===== src/rtl/rv32i_fetch_if.sv =====
// rv32i fetch stage bus bundle: instruction memory port plus
// the decode-side handshake (stall/redirect in, instruction strobe out).
interface rv32i_fetch_if #(
  parameter int XLEN = 32
);
  logic [XLEN-1:0] mem_addr_o;
  logic            mem_req_o;
  logic            mem_ack_i;
  logic [31:0]     mem_data_i;
  logic            stall_i;
  logic            redirect_i;
  logic [XLEN-1:0] redirect_addr_i;
  logic [31:0]     instruction_o;
  logic [XLEN-1:0] pc_o;
  logic            data_ready_o;

  modport master (
    output mem_addr_o,
    output mem_req_o,
    input  mem_ack_i,
    input  mem_data_i,
    input  stall_i,
    input  redirect_i,
    input  redirect_addr_i,
    output instruction_o,
    output pc_o,
    output data_ready_o
  );

  modport slave (
    input  mem_addr_o,
    input  mem_req_o,
    output mem_ack_i,
    output mem_data_i,
    output stall_i,
    output redirect_i,
    output redirect_addr_i,
    input  instruction_o,
    input  pc_o,
    input  data_ready_o
  );
endinterface


===== src/rtl/rv32i_fetch.sv =====
// rv32i instruction fetch stage: one outstanding memory read,
// small instruction FIFO, one-cycle strobes to decode, redirect flush.
module rv32i_fetch #(
  parameter int              XLEN         = 32,
  parameter int              FIFO_DEPTH   = 2,
  parameter logic [XLEN-1:0] RESET_VECTOR = '0
) (
  input  logic clk_i,
  input  logic rst_i,
  rv32i_fetch_if.master bus
);
  localparam int AW = (FIFO_DEPTH > 1) ? $clog2(FIFO_DEPTH) : 1;
  localparam int CW = AW + 1;

  typedef enum logic [1:0] {
    IDLE,
    REQ,
    DISCARD
  } state_t;

  state_t state;
  state_t state_next;

  logic [XLEN-1:0] fetch_pc;
  logic [XLEN-1:0] stale_addr;
  logic [XLEN-1:0] pc_plus4;
  logic [XLEN-1:0] redirect_pc;

  logic [31:0]     fifo_instr [FIFO_DEPTH];
  logic [XLEN-1:0] fifo_pc    [FIFO_DEPTH];
  logic [AW-1:0]   wptr;
  logic [AW-1:0]   rptr;
  logic [CW-1:0]   count;
  logic [CW-1:0]   count_next;

  logic            ack;
  logic            push;
  logic            pop;
  logic            has_room;

  logic [31:0]     instr;
  logic [XLEN-1:0] next_pc;
  logic            ready;

  assign pc_plus4    = fetch_pc + XLEN'(4);
  assign redirect_pc = bus.redirect_addr_i & ~XLEN'(3);

  // Acks are only honoured while a request is actually on the bus.
  assign ack  = bus.mem_ack_i & (state != IDLE);
  assign push = ack & (state == REQ) & ~bus.redirect_i;
  assign pop  = (count != '0) & ~bus.stall_i
              & ~bus.redirect_i;

  always_comb begin
    count_next = count;
    if (bus.redirect_i)
      count_next = '0;
    else
      count_next = count + CW'(push) - CW'(pop);
  end

  assign has_room = count_next < CW'(FIFO_DEPTH);

  always_ff @(posedge clk_i) begin
    if (rst_i)
      state <= IDLE;
    else
      state <= state_next;
  end

  always_comb begin
    state_next = state;
    unique case (state)
      IDLE: begin
        if (!bus.redirect_i && has_room)
          state_next = REQ;
      end
      REQ: begin
        if (bus.redirect_i)
          state_next = ack ? IDLE : DISCARD;
        else if (ack)
          state_next = has_room ? REQ : IDLE;
      end
      DISCARD: begin
        // Stale read must complete before the bus can be reused.
        if (ack)
          state_next = (has_room && !bus.redirect_i)
                     ? REQ : IDLE;
      end
      default: state_next = IDLE;
    endcase
  end

  always_ff @(posedge clk_i) begin
    if (rst_i) begin
      fetch_pc   <= RESET_VECTOR;
      stale_addr <= RESET_VECTOR;
      wptr       <= '0;
      rptr       <= '0;
      count      <= '0;
      instr      <= 32'h0000_0013;
      next_pc    <= '0;
      ready      <= 1'b0;
    end else begin
      count <= count_next;
      ready <= pop;
      if (bus.redirect_i) begin
        fetch_pc <= redirect_pc;
        wptr     <= '0;
        rptr     <= '0;
        if (state == REQ && !ack)
          stale_addr <= fetch_pc;
      end else begin
        if (push) begin
          fetch_pc <= pc_plus4;
          wptr     <= wptr + AW'(1);
        end
        if (pop)
          rptr <= rptr + AW'(1);
      end
      if (pop) begin
        instr   <= fifo_instr[rptr];
        next_pc <= fifo_pc[rptr];
      end
    end
  end

  always_ff @(posedge clk_i) begin
    if (push) begin
      fifo_instr[wptr] <= bus.mem_data_i;
      fifo_pc[wptr]    <= pc_plus4;
    end
  end

  assign bus.mem_req_o     = (state != IDLE);
  assign bus.mem_addr_o    = (state == DISCARD)
                           ? stale_addr : fetch_pc;
  assign bus.instruction_o = instr;
  assign bus.pc_o          = next_pc;
  assign bus.data_ready_o  = ready;
endmodule


===== src/flat_wrapper.sv =====
// flat-port wrapper written by rule: the top's interface ports become plain ports
module rv32i_fetch_flat 
#(
  parameter int              XLEN         = 32,
  parameter int              FIFO_DEPTH   = 2,
  parameter logic [XLEN-1:0] RESET_VECTOR = '0
)
  (clk_i, rst_i, bus_mem_addr_o, bus_mem_req_o, bus_mem_ack_i, bus_mem_data_i, bus_stall_i, bus_redirect_i, bus_redirect_addr_i, bus_instruction_o, bus_pc_o, bus_data_ready_o);
  rv32i_fetch_if #(.XLEN(XLEN)) bus_i ();
  input  logic clk_i;
  input  logic rst_i;
  output wire logic [$bits(bus_i.mem_addr_o)-1:0] bus_mem_addr_o;
  output wire logic [$bits(bus_i.mem_req_o)-1:0] bus_mem_req_o;
  input wire logic [$bits(bus_i.mem_ack_i)-1:0] bus_mem_ack_i;
  input wire logic [$bits(bus_i.mem_data_i)-1:0] bus_mem_data_i;
  input wire logic [$bits(bus_i.stall_i)-1:0] bus_stall_i;
  input wire logic [$bits(bus_i.redirect_i)-1:0] bus_redirect_i;
  input wire logic [$bits(bus_i.redirect_addr_i)-1:0] bus_redirect_addr_i;
  output wire logic [$bits(bus_i.instruction_o)-1:0] bus_instruction_o;
  output wire logic [$bits(bus_i.pc_o)-1:0] bus_pc_o;
  output wire logic [$bits(bus_i.data_ready_o)-1:0] bus_data_ready_o;
  assign bus_mem_addr_o = bus_i.mem_addr_o;
  assign bus_mem_req_o = bus_i.mem_req_o;
  assign bus_i.mem_ack_i = bus_mem_ack_i;
  assign bus_i.mem_data_i = bus_mem_data_i;
  assign bus_i.stall_i = bus_stall_i;
  assign bus_i.redirect_i = bus_redirect_i;
  assign bus_i.redirect_addr_i = bus_redirect_addr_i;
  assign bus_instruction_o = bus_i.instruction_o;
  assign bus_pc_o = bus_i.pc_o;
  assign bus_data_ready_o = bus_i.data_ready_o;
  rv32i_fetch #(.XLEN(XLEN), .FIFO_DEPTH(FIFO_DEPTH), .RESET_VECTOR(RESET_VECTOR)) u_core (.clk_i(clk_i), .rst_i(rst_i), .bus(bus_i));
endmodule

===== config.mk =====
export PLATFORM = sky130hd
export DESIGN_NAME = rv32i_fetch_flat
export DESIGN_NICKNAME = d
export VERILOG_FILES = /design/src/rtl/rv32i_fetch_if.sv /design/src/rtl/rv32i_fetch.sv /design/src/flat_wrapper.sv
export SDC_FILE = /design/constraint.sdc
export NUM_CORES = 1
export LEC_CHECK = 0
export BUFFER_PORTS_ARGS = -buffer_cell sky130_fd_sc_hd__buf_2
export CORE_MARGIN = 8
export CORE_UTILIZATION = 30
export DETAILED_ROUTE_END_ITERATION = 10
export PLACE_DENSITY = 0.53
export SLEW_MARGIN = 20
export SYNTH_ARGS = -nofsm -noshare
export SYNTH_HDL_FRONTEND = slang
export SYNTH_SLANG_ARGS = --single-unit

===== constraint.sdc =====
create_clock -name clk_i -period 12.4 [get_ports clk_i]
set_input_delay 2.48 -clock clk_i [delete_from_list [all_inputs] [get_ports clk_i]]
set_output_delay 2.48 -clock clk_i [all_outputs]
set_load 0.02 [all_outputs]

Word level (Yosys, flattened, before mapping):

Memories as Yosys holds them, arrays and structs flattened. A register that Yosys moved wholly into a read port is not among the register bits.
Cells that the tools add are included.

* output and inout bits: 98
* bits in registers: 71
* input port bits: 69
* word-level logic and storage cells: 53
* memories: 2
* RAM bits: 128

Memories
* u_core.fifo_instr: words 2, bits a word 32, rd ports 1, clocked after Yosys merged registers in 1, wr ports 1, RTL line rv32i_fetch.sv:29 `logic [31:0] fifo_instr [FIFO_DEPTH];`
* u_core.fifo_pc: words 2, bits a word 32, rd ports 1, clocked after Yosys merged registers in 1, wr ports 1, RTL line rv32i_fetch.sv:30 `logic [XLEN-1:0] fifo_pc [FIFO_DEPTH];`

* bitwise operators: 7
* muxes and demuxes: 14
* reduce and logical (&&, ||, !) cells: 11
* eq/ne operators: 5
* add/sub/neg operators: 5
* $lt $le $gt $ge: 1

Operators with widths (count)
* 32-bit two-way mux: 3
* 32-bit by 3-bit adder with 32-bit output (second input constant): 1
* 2-bit two-way mux: 6
* 2-bit one-hot mux with 3 select lines: 1
* 2-bit nonzero test: 3
* 1-bit AND: 5
* 1-bit two-way mux: 4
* 2-bit by 1-bit inequality test with 1-bit output (second input constant): 2
* 3-bit by 2-bit inequality test with 1-bit output (second input constant): 1
* 3-bit AND reduction: 1
* 1-bit adder (second input constant): 2
* 2-bit by 1-bit adder with 2-bit output: 1
* 2-bit by 1-bit equality test with 1-bit output (second input constant): 1
* 2-bit equality test (second input constant): 1
* 1-bit logical AND: 2
* 1-bit zero test: 2
* 2-bit zero test: 1
* 2-bit less-than comparator (second input constant): 1
* 1-bit NOT: 2
* 2-bit AND reduction: 1
* 2-bit OR reduction: 1
* 2-bit by 1-bit subtractor with 2-bit output: 1

Longest topological paths before layout:

* depth in word-level cells: 12
* mapped depth: 12
* mapped depth without buffers: 10

Worst setup path before layout:

No wires, ideal clock.

* path kind: in2reg
* start: in bus_redirect_i
* end: mem u_core.fifo_instr[0][0], enable pin
* path buffers: 2
* slack: 4.666 ns
* data required time: 11.842 ns
* data arrival time: 7.176 ns
* cell stages on the path: 3
* library setup time: 0.558 ns
* path through: clkbuf_1 > clkbuf_1 > nor3_1

* cells in the longest elaborated chain, start to end: 4

Ends and longest elaborated chain
* start: declaration: RTL line flat_wrapper.sv:17 `input wire logic [$bits(bus_i.redirect_i)-1:0] bus_redirect_i;`
* 1-bit NOT: RTL line rv32i_fetch.sv:50 `assign push = ack & (state == REQ) & ~bus.redirect_i;`
* 1-bit AND: RTL line rv32i_fetch.sv:50
* 1-bit two-way mux: RTL line rv32i_fetch.sv:129 `if (push) begin`
* 1-bit two-way mux (implied by the code): RTL line rv32i_fetch.sv:130 `fifo_instr[wptr] <= bus.mem_data_i;`
* end: declaration: RTL line rv32i_fetch.sv:29

No other way between the ends.

Worst setup path in the final report:

* start: reg u_core.state[1]
* end: out bus_mem_addr_o[25]

* cells in the longest elaborated chain, start to end: 2

Ends and longest elaborated chain
* start: declaration: RTL line rv32i_fetch.sv:21 `state_t state;`
* start signal: assignment: RTL line rv32i_fetch.sv:68 `state <= state_next;`
* 2-bit equality test: RTL line rv32i_fetch.sv:136 `assign bus.mem_addr_o = (state == DISCARD)`
* 32-bit two-way mux: RTL line rv32i_fetch.sv:137 `? stale_addr : fetch_pc;`
* end: declaration: RTL line flat_wrapper.sv:12 `output wire logic [$bits(bus_i.mem_addr_o)-1:0] bus_mem_addr_o;`

No other way between the ends.

==> flow_summary.json <==
{
  "status": "finished, final reports clean",
  "n_antenna_cell": 0,
  "grt_pass1_wl_um": 42700,
  "pre_cts_ws_ns": 7.18,
  "port_buffers": 160,
  "syn_area_um2": 10600,
  "min_period_ns": 5.07,
  "post_cts_buffers": 0,
  "synthAdderAreaFrac_pct": 0.353,
  "cap_violations": 0,
  "hold_depth": 2,
  "synth_top_family_by_area": "simple AND/OR/NAND/NOR gates",
  "worst_pin_slew_ns": 0.943,
  "nFillCells": 3546,
  "required_ns": 9.92,
  "initial_core_util_pct": 30.2,
  "gp_congestion": 0.755,
  "holdBufCountCts": 0,
  "die_h_um": 204,
  "wirelength_um": 27800,
  "r2r-start": "u_core.state[0]$_SDFFE_PP0P_",
  "path_buf_inv": 2,
  "num_vias": 7303,
  "grt_pass1_vias": 7097,
  "cts_tree": "yes",
  "num_io_pins": 167,
  "hold_start": "u_core.stale_addr[28]$_SDFFE_PP0P_",
  "cts_resized": 0,
  "slowest_delay_ns": 0.63,
  "yosysUniqueCellTypes": 59,
  "coreArea_um2": 35200,
  "cts_made_buffers": 30,
  "synthCells": 934,
  "yosys.area_share.simple_pct": 13.9,
  "clock-sinks": 253,
  "grt_use_met2_pct": 19.7,
  "grt_max_degree": 76,
  "r2r_slack_ns": 9.54,
  "final-instance-count-excl-fill": 1534,
  "gr-total-overflow": 0,
  "setup_violations": 0,
  "async_flop_share_pct": 0,
  "cp_slowest_cell": "nor2b_2",
  "use_met1_pct": 18.2,
  "dp.cells": 1478,
  "holdCritPathClass": "reg -> reg",
  "cts_buffer_depth": 3,
  "reg2reg_depth": 3,
  "min_period_over_period_pct": 40.9,
  "dr.pass1.iters": 5,
  "synth_xor_area_share_pct": 3.29,
  "irDropWorstVdd_mv": 0.104,
  "clock_latency_ns": 0.57,
  "muxShareOfSynthArea_pct": 8.69,
  "clock.fmax_ghz": 0.197,
  "busiest_layer": "met2",
  "drive_above_1_share_pct": 25.3,
  "synth-compound-area-share_pct": 9.97,
  "detail-route-antenna-nets": 0,
  "yosys_warnings": 0,
  "hold_viol": 0,
  "root_buffer": "clkbuf_16",
  "grt_use_total_pct": 13.0,
  "slew_viol_final": 0,
  "gr-usage-met3_pct": 2.87,
  "crit_fanout": 21,
  "power_w": 0.00194,
  "hpwl_um": 18900,
  "dieArea_um2": 41800,
  "rows": 69,
  "setup.worst_path.start_class": "flop",
  "postSynthAreaPerCell_um2": 11.4,
  "worstPathArrival_ns": 2.59,
  "synthToLayoutAreaGrowth_pct": 19.9,
  "crit_family": "simple AND/OR/NAND/NOR gates",
  "rsz0062_at_grt": "false",
  "synth_edf_count": 124,
  "critical_path_class": "reg -> out",
  "finClkSkew_ns": 0.0207,
  "r2r_end": "u_core.fifo_instr[1][6]$_DFFE_PP_",
  "drcViolationCount": 0,
  "slew_headroom_pct": 36.9,
  "htree_levels": 1,
  "ys.flop_type": "dfxtp_1",
  "drtIter0Drc": 299,
  "final_common_cell": "buf_2",
  "crit_chain": "nor2b_2, buf_4, mux2_2, buf_2",
  "hold_end": "u_core.stale_addr[28]$_SDFFE_PP0P_",
  "vias_per_cell": 4.76,
  "finalWorstSetupSlack_ns": 7.33,
  "antenna_found_initial": 0,
  "die_w_um": 204,
  "cp-end-kind": "output port",
  "leakagePower_nw": 4.53,
  "seq_area_frac_synth_pct": 59.2,
  "routedWlPerCell_um": 18.1,
  "layout.nets": 1121,
  "synth-seq-cells": 253,
  "power_density_nw_per_um2": 152,
  "tns_ns": 0,
  "final_cell_mix": "159 x buf_2, 128 x dfxtp_1, 124 x edfxtp_1, 96 x nor2_1, 95 x nand2_1",
  "path_clk_slew_ns": 0.06
}
synthesized netlist by cell type (all sizes together) (4+ instances only):
| cell type | count | area (um^2) |
|---|---|---|
| clkbuf | 43 | 161 |
| nor3 | 12 | 60.1 |
| o21ai | 14 | 70.1 |
| or3 | 7 | 43.8 |
| and4 | 10 | 92.6 |
| o31ai | 6 | 45.0 |
| dfxtp | 129 | 2580 |
| xor2 | 21 | 184 |
| mux2i | 62 | 621 |
| a311oi | 13 | 114 |
| nor2 | 96 | 360 |
| or4 | 9 | 71.3 |
| nor4 | 13 | 87.6 |
| and3 | 6 | 38.8 |
| and2 | 5 | 31.3 |
| edfxtp | 124 | 3720 |
| inv | 11 | 41.3 |
| a21oi | 37 | 185 |
| mux2 | 27 | 304 |
| or2 | 4 | 25.0 |
| xnor2 | 19 | 166 |
| a211oi | 66 | 495 |
| nand3 | 14 | 82.6 |
| nand4 | 13 | 136 |
| nand2 | 95 | 357 |
| buf | 46 | 280 |
worst max-delay path by stage:
stage               depth (start not counted)  slack, ns                    startpoint                                 to
floorplan                                   3       4.67                bus_redirect_i  u_core.fifo_instr[0][0]$_DFFE_PP_
global placement                           11       7.17                bus_redirect_i       u_core.state[0]$_SDFFE_PP0P_
detailed placement                         11       7.18                bus_redirect_i       u_core.state[0]$_SDFFE_PP0P_
CTS                                         4       7.28  u_core.state[1]$_SDFFE_PP0P_                 bus_mem_addr_o[21]
global route                                4       7.15  u_core.state[1]$_SDFFE_PP0P_                 bus_mem_addr_o[30]
finish                                      4       7.33  u_core.state[1]$_SDFFE_PP0P_                 bus_mem_addr_o[25]
where the power goes:
group	internal, W	switching [W]
registers	0.000892	0.0000227
clock network	0.000585	0.000349
logic	0.0000353	0.0000600
total	0.00151	0.000431
stage by stage:
step	util (%)	hold slack, ns	instance area, um^2
finish	36.2	0.451	12800
global route	36.2	0.465	12800
CTS	36.2	0.454	12800
detailed placement	33.2	0.446	11700
global placement	33.2	0.438	11700
floorplan	-	0.433	10700
logic make-up (layout without fill, tap and decap cells):
group / count (synthesis) / count (layout)
DFF: 253 / 253
muxes: 89 / 89
and+or+nand+nor: 295 / 295
buffers and inverters: 100 / 236
other: 1 / 4
adders and majority gates: 3 / 3
AOI/OAI and AO/OA: 153 / 153
xor gates and xnor gates: 40 / 40
routing by layer:
layer  vias to the layer above  part of all wire, %
li1                       3643                    -
met1                      3465                   49
met2                       158                   44
met3                        37                  5.4
met4                         0                  2.2
met5                         -                    0
cell type report:
type / instances / area [um^2] / area share [%]
Sequential cell: 253 / 6310 / 49.4
Multi-Input combinational cell: 584 / 3880 / 30.4
Clock buffer: 41 / 893 / 7.00
Timing Repair Buffer: 169 / 871 / 6.82
Tap cell: 461 / 577 / 4.52
Clock inverter: 15 / 190 / 1.49
Inverter: 11 / 43.8 / 0.343
worst register-to-register path, cell delays in order, from the launching register on:
cell     delay (ns)
dfxtp_1        0.53
and3b_1        0.59
and3_2         0.79
buf_4          0.55
state kept, by name, indices dropped and copies added, names as in the netlist:
name                      flops
u_core.fifo_instr            64
u_core.fifo_pc               60
u_core.bus.instruction_o     32
u_core.bus.pc_o              30
u_core.fetch_pc              30
u_core.stale_addr            30
u_core.count                  2
u_core.state                  2
u_core.bus.data_ready_o       1
u_core.rptr                   1
u_core.wptr                   1
No activity file was read; power rests on OpenSTA's default activity.
